--- src/rtl/cla_seq_adder.sv ---
// Multi-cycle carry-lookahead adder/subtractor: resolves one GROUP-bit lookahead group per
// clock, least-significant group first, with the group carry held in a register between cycles.
module cla_seq_adder #(
   parameter int unsigned WIDTH = 32,
   parameter int unsigned GROUP = 4
) (
   input  logic             clk,
   input  logic             reset_n,
   input  logic             start,
   input  logic             sub,
   input  logic [WIDTH-1:0] a,
   input  logic [WIDTH-1:0] b,
   input  logic             ci,
   output logic             busy,
   output logic             done,
   output logic [WIDTH-1:0] s,
   output logic             co,
   output logic             ovf
);

   localparam int unsigned NumGroups = WIDTH / GROUP;
   localparam int unsigned IdxW      = (NumGroups > 1) ? $clog2(NumGroups) : 1;
   localparam logic [IdxW-1:0] LastIdx = IdxW'(NumGroups - 1);

   typedef enum logic [1:0] {StIdle, StRun, StDone} state_e;

   state_e           state_q;
   logic [WIDTH-1:0] a_q;
   logic [WIDTH-1:0] b_q;
   logic [WIDTH-1:0] work_q;
   logic             carry_q;
   logic [IdxW-1:0]  idx_q;

   logic [GROUP-1:0] g;
   logic [GROUP-1:0] p;
   logic [GROUP-1:0] sum;
   logic [GROUP:0]   c;
   logic             term;
   logic [WIDTH-1:0] work_next;

   // Operand registers shift right each cycle, so the active group is always the low slice.
   always_comb begin
      g    = a_q[GROUP-1:0] & b_q[GROUP-1:0];
      p    = a_q[GROUP-1:0] | b_q[GROUP-1:0];
      c    = '0;
      term = 1'b0;
      c[0] = carry_q;
      for (int j = 0; j < int'(GROUP); j++) begin
         // Flat sum of products: carry register term plus one term per generate bit.
         term = carry_q;
         for (int k = 0; k <= j; k++) begin
            term = term & p[k];
         end
         c[j+1] = term;
         for (int i = 0; i <= j; i++) begin
            term = g[i];
            for (int k = i + 1; k <= j; k++) begin
               term = term & p[k];
            end
            c[j+1] = c[j+1] | term;
         end
      end
      sum = a_q[GROUP-1:0] ^ b_q[GROUP-1:0] ^ c[GROUP-1:0];
   end

   // Work register fills from the top; after the last group, group 0 sits in the low bits.
   generate
      if (GROUP == WIDTH) begin : g_single
         assign work_next = sum;
      end else begin : g_multi
         assign work_next = {sum, work_q[WIDTH-1:GROUP]};
      end
   endgenerate

   always_ff @(posedge clk or negedge reset_n) begin
      if (!reset_n) begin
         state_q <= StIdle;
         a_q     <= '0;
         b_q     <= '0;
         work_q  <= '0;
         carry_q <= 1'b0;
         idx_q   <= '0;
         busy    <= 1'b0;
         done    <= 1'b0;
         s       <= '0;
         co      <= 1'b0;
         ovf     <= 1'b0;
      end else begin
         done <= 1'b0;
         case (state_q)
            StIdle, StDone: begin
               if (start) begin
                  a_q     <= a;
                  b_q     <= b ^ {WIDTH{sub}};
                  carry_q <= ci ^ sub;
                  idx_q   <= '0;
                  busy    <= 1'b1;
                  state_q <= StRun;
               end else begin
                  state_q <= StIdle;
               end
            end
            StRun: begin
               a_q     <= a_q >> GROUP;
               b_q     <= b_q >> GROUP;
               carry_q <= c[GROUP];
               work_q  <= work_next;
               if (idx_q == LastIdx) begin
                  s       <= work_next;
                  co      <= c[GROUP];
                  ovf     <= c[GROUP] ^ c[GROUP-1];
                  busy    <= 1'b0;
                  done    <= 1'b1;
                  state_q <= StDone;
               end else begin
                  idx_q <= idx_q + IdxW'(1);
               end
            end
            default: begin
               busy    <= 1'b0;
               state_q <= StIdle;
            end
         endcase
      end
   end

endmodule
--- config.mk ---
export PLATFORM = sky130hd
export DESIGN_NAME = cla_seq_adder
export DESIGN_NICKNAME = d
export VERILOG_FILES = /design/src/rtl/cla_seq_adder.sv
export SDC_FILE = /design/constraint.sdc
export NUM_CORES = 1
export LEC_CHECK = 0
export BUFFER_PORTS_ARGS = -buffer_cell sky130_fd_sc_hd__buf_2
export CORE_ASPECT_RATIO = 1.75
export CORE_UTILIZATION = 30
export CTS_BUF_LIST = sky130_fd_sc_hd__clkbuf_16
export DETAILED_ROUTE_END_ITERATION = 8
export PLACE_DENSITY_LB_ADDON = 0.25
export SYNTH_ARGS = -nofsm -noshare
export SYNTH_HDL_FRONTEND = slang
export SYNTH_SLANG_ARGS = --single-unit
--- constraint.sdc ---
create_clock -name clk -period 1.8 [get_ports clk]
set_input_delay 0.27 -clock clk [delete_from_list [all_inputs] [get_ports clk]]
set_output_delay 0.27 -clock clk [all_outputs]
set_load 0.01 [all_outputs]
==> results_dict.tcl <==
set metrics [dict create \
    cp.required_ns 2.09 \
    cts_setup_buffers 0 \
    ys_top_cells_by_count "224 x nand2_1, 134 x dfrtp_1, 36 x nor2_1, 35 x xnor2_1, 32 x a221o_1" \
    final_layout_size_suffix_gt1_share_pct 22.6 \
    nNetsFinal 771 \
    synth_xor_area_share_pct 5.22 \
    grt_pass1_wl_um 22700 \
    yosysMostFrequentCell "nand2_1" \
    synth_area_sq_mm 0.00587 \
    power_density_mw_per_mm2 1810 \
    synth_top_family_by_area "simple AND/OR/NAND/NOR gates" \
    cts_tree "done" \
    floorplan.initialDensity_pct 30.6 \
    cp_cell_sequence "ha_1 -> ha_1 -> nor2_1 -> mux2_2 -> a22o_1" \
    routedWlPerCell_um 14.2 \
    num_antenna_cells 0 \
    root_buffer "clkbuf_16" \
    p_leak_nw 3.68 \
    cts_buffer_depth 2 \
    critPathSlowestCell "dfrtp_1" \
    status "finished clean" \
    cts-hold-fix-buffers 1 \
    grt_max_degree 53 \
    setup_tns_ns 0 \
    clock.fmax_mhz 588 \
    synth_edf_count 0 \
    synth.area.top_cells "dfrtp_1 57%, nand2_1 14%, a221o_1 5.5%" \
    synth_top_cell_by_area "dfrtp_1" \
    placeableCoreArea_sq_mm 0.0192 \
    first_iter_violations 191 \
    worst_ep_arrival_time_ns 1.99 \
    tightest_slew_ns 0.507 \
    cap_violations 0 \
    die_h_um 187 \
    grt_remaining_overflow 0 \
    critPathLaunchType "flop" \
    syn_to_final_growth_pct 23.7 \
    vias 4387 \
    multi_input_area_sq_mm 0.00224 \
    antenna_found_initial 0 \
    async_flop_share_pct 100 \
    ir_drop_mv 0.685 \
    path_max_fanout 4 \
    critical_path.most_common_cell "ha_1" \
    die_x_um 108 \
    ant_nets 0 \
    skew_ns 0.00856 \
    synthAdderAreaFrac_pct 2.47 \
    critical_path_class "flop to flop" \
    cts_resized 0 \
    cts_num_sinks 134 \
    finalMaxSlewViolations 0 \
    end_kind "flop" \
    hold_class "primary input to flop" \
    gp_congestion 0.737 \
    finalPower_mw 13.1 \
    synth_cell_type_count 34 \
    ys_seq_area_share_pct 57.1 \
    grt_usage_pct 14.3 \
    syn_inst 589 \
    rsz0062_at_grt "false" \
    wirelength_um 13400 \
    muxShareOfSynthArea_pct 0.192 \
    hpwl_um 9470 \
    firstDrtPassIters 6 \
    dieArea_sq_mm 0.0202 \
    clk_latency_ns 0.40 \
    final-hold-violation-count 0 \
    grt_pass1_vias 4519 \
    fin_crit_ns 1.70 \
    fp-row-count 67 \
    drc 0 \
    ys_ff_latch 134 \
    cts_max_level 4 \
    synth-compound-area-share_pct 11.9 \
    slew_headroom_pct 66.2 \
    path_clk_slew_ns 0.06 \
    setup_viol 0 \
    yosys_warnings 0 \
    yosys.area.top_type_share_pct 57.1 \
    path_buf_inv 0 \
    nFillCells 1930 \
    fin_crit_sh_pct 94.4 \
    synth_nets 669 \
    cpLargestDelayFamily "adder cells" \
    synth-main-ff-cell "dfrtp_1" \
    syn_area_per_cell_sq_um 9.97 \
    register_area_sq_mm 0.00335 \
    port-buffer-count 104 \
    ioPinCount 105 \
    synthSimpleGateAreaFrac_pct 18.2 \
    cp_slowest_stage_delay_ns 0.39 \
    cts_buffers 17 \
    avgViaCountPerCell 4.65 \
]
power breakdown:
part / total, mW / leakage, nW / switching (mW) / internal [mW]
clock network: 3.55 / 0.292 / 1.36 / 2.19
registers: 5.26 / 1.69 / 0.884 / 4.37
logic: 4.34 / 1.69 / 2.45 / 1.88
metrics by stage:
step	instance area [sq um]	std cells	util, %	worst slack [ns]	hold slack [ns]
3_3_place_gp	6650	912	34.7	0.173	0.220
4_1_cts	7260	944	37.8	0.0934	0.0738
6_report	7260	944	37.8	0.100	0.0860
5_1_grt	7260	944	37.8	0.0216	0.0815
3_5_place_dp	6650	912	34.7	0.109	0.230
2_1_floorplan	5870	589	-	0.216	-0.0256
worst paths after layout:
| path | cells after the start | endpoint | slack (ns) | start |
|---|---|---|---|---|
| worst max-delay path | 5 | idx_q[2] | 0.1 | idx_q[0] |
| worst min-delay path | 3 | a_q[18] | 0.09 | a[18] |
| worst max register to register | 5 | idx_q[2] | 0.1 | idx_q[0] |
| worst min register to register | 2 | s[11] | 0.46 | s[11] |
| max in group asynchronous | 3 | s[30] | 0.78 | reset_n |
| min in group asynchronous | 2 | s[24] | 0.36 | reset_n |
metal layers:
metal,up-vias,track usage [%],wire length [um]
met2,73,24.8,6950
met5,-,0,0
li1,2146,-,-
met1,2155,17.2,5810
met4,0,5.37,290
met3,13,2.75,342
sequential cells by signal (all words and copies together), names as in the netlist:
name / cells
s: 32
idx_q: 3
ovf: 1
busy: 1
done: 1
a_q: 32
co: 1
state_q: 2
b_q: 32
work_q: 28
carry_q: 1
cell usage in the layout, fill, tap and decap left out, drive strengths merged:
master / netlist / final
o31ai: 2 / 2
o21ai: 13 / 13
o31a: 1 / 1
nand2: 225 / 225
bufinv: 0 / 3
dlygate4sd3: 0 / 1
o21a: 1 / 1
and2b: 1 / 1
a221oi: 1 / 1
ha: 10 / 10
o211ai: 1 / 1
o21bai: 1 / 1
dfrtp: 134 / 134
a22o: 5 / 5
clkinvlp: 0 / 2
inv: 12 / 16
buf: 33 / 120
a21oi: 2 / 2
nor3: 5 / 5
nor2: 37 / 37
a211oi: 1 / 1
a31oi: 1 / 1
a221o: 32 / 32
clkinv: 0 / 5
fa: 1 / 1
a22oi: 24 / 24
xnor2: 35 / 35
nor2b: 2 / 2
nand2b: 3 / 3
clkbuf: 5 / 17
mux2: 1 / 1
worst min-delay path, stage by stage:
cell	delay, ns
buf_2	0.08
a22oi_1	0.05
nand2_1	0.06
kinds of logic after synthesis:
| logic type | Yosys count |
|---|---|
| compound gates | 85 |
| xor+xnor | 35 |
| fa+ha+maj | 11 |
| buf+inv | 50 |
| flops | 134 |
| mux | 1 |
| simple gates | 273 |
area by class of cell:
class	count	share of cell area (%)
clock buffer	17	5.86
tap	241	4.15
sequential	134	46.2
multi-input combinational	405	30.9
clock inverter	14	2.41
timing repair buffer	121	9.91
inverter	12	0.620
(Power assumes the default switching activity.)
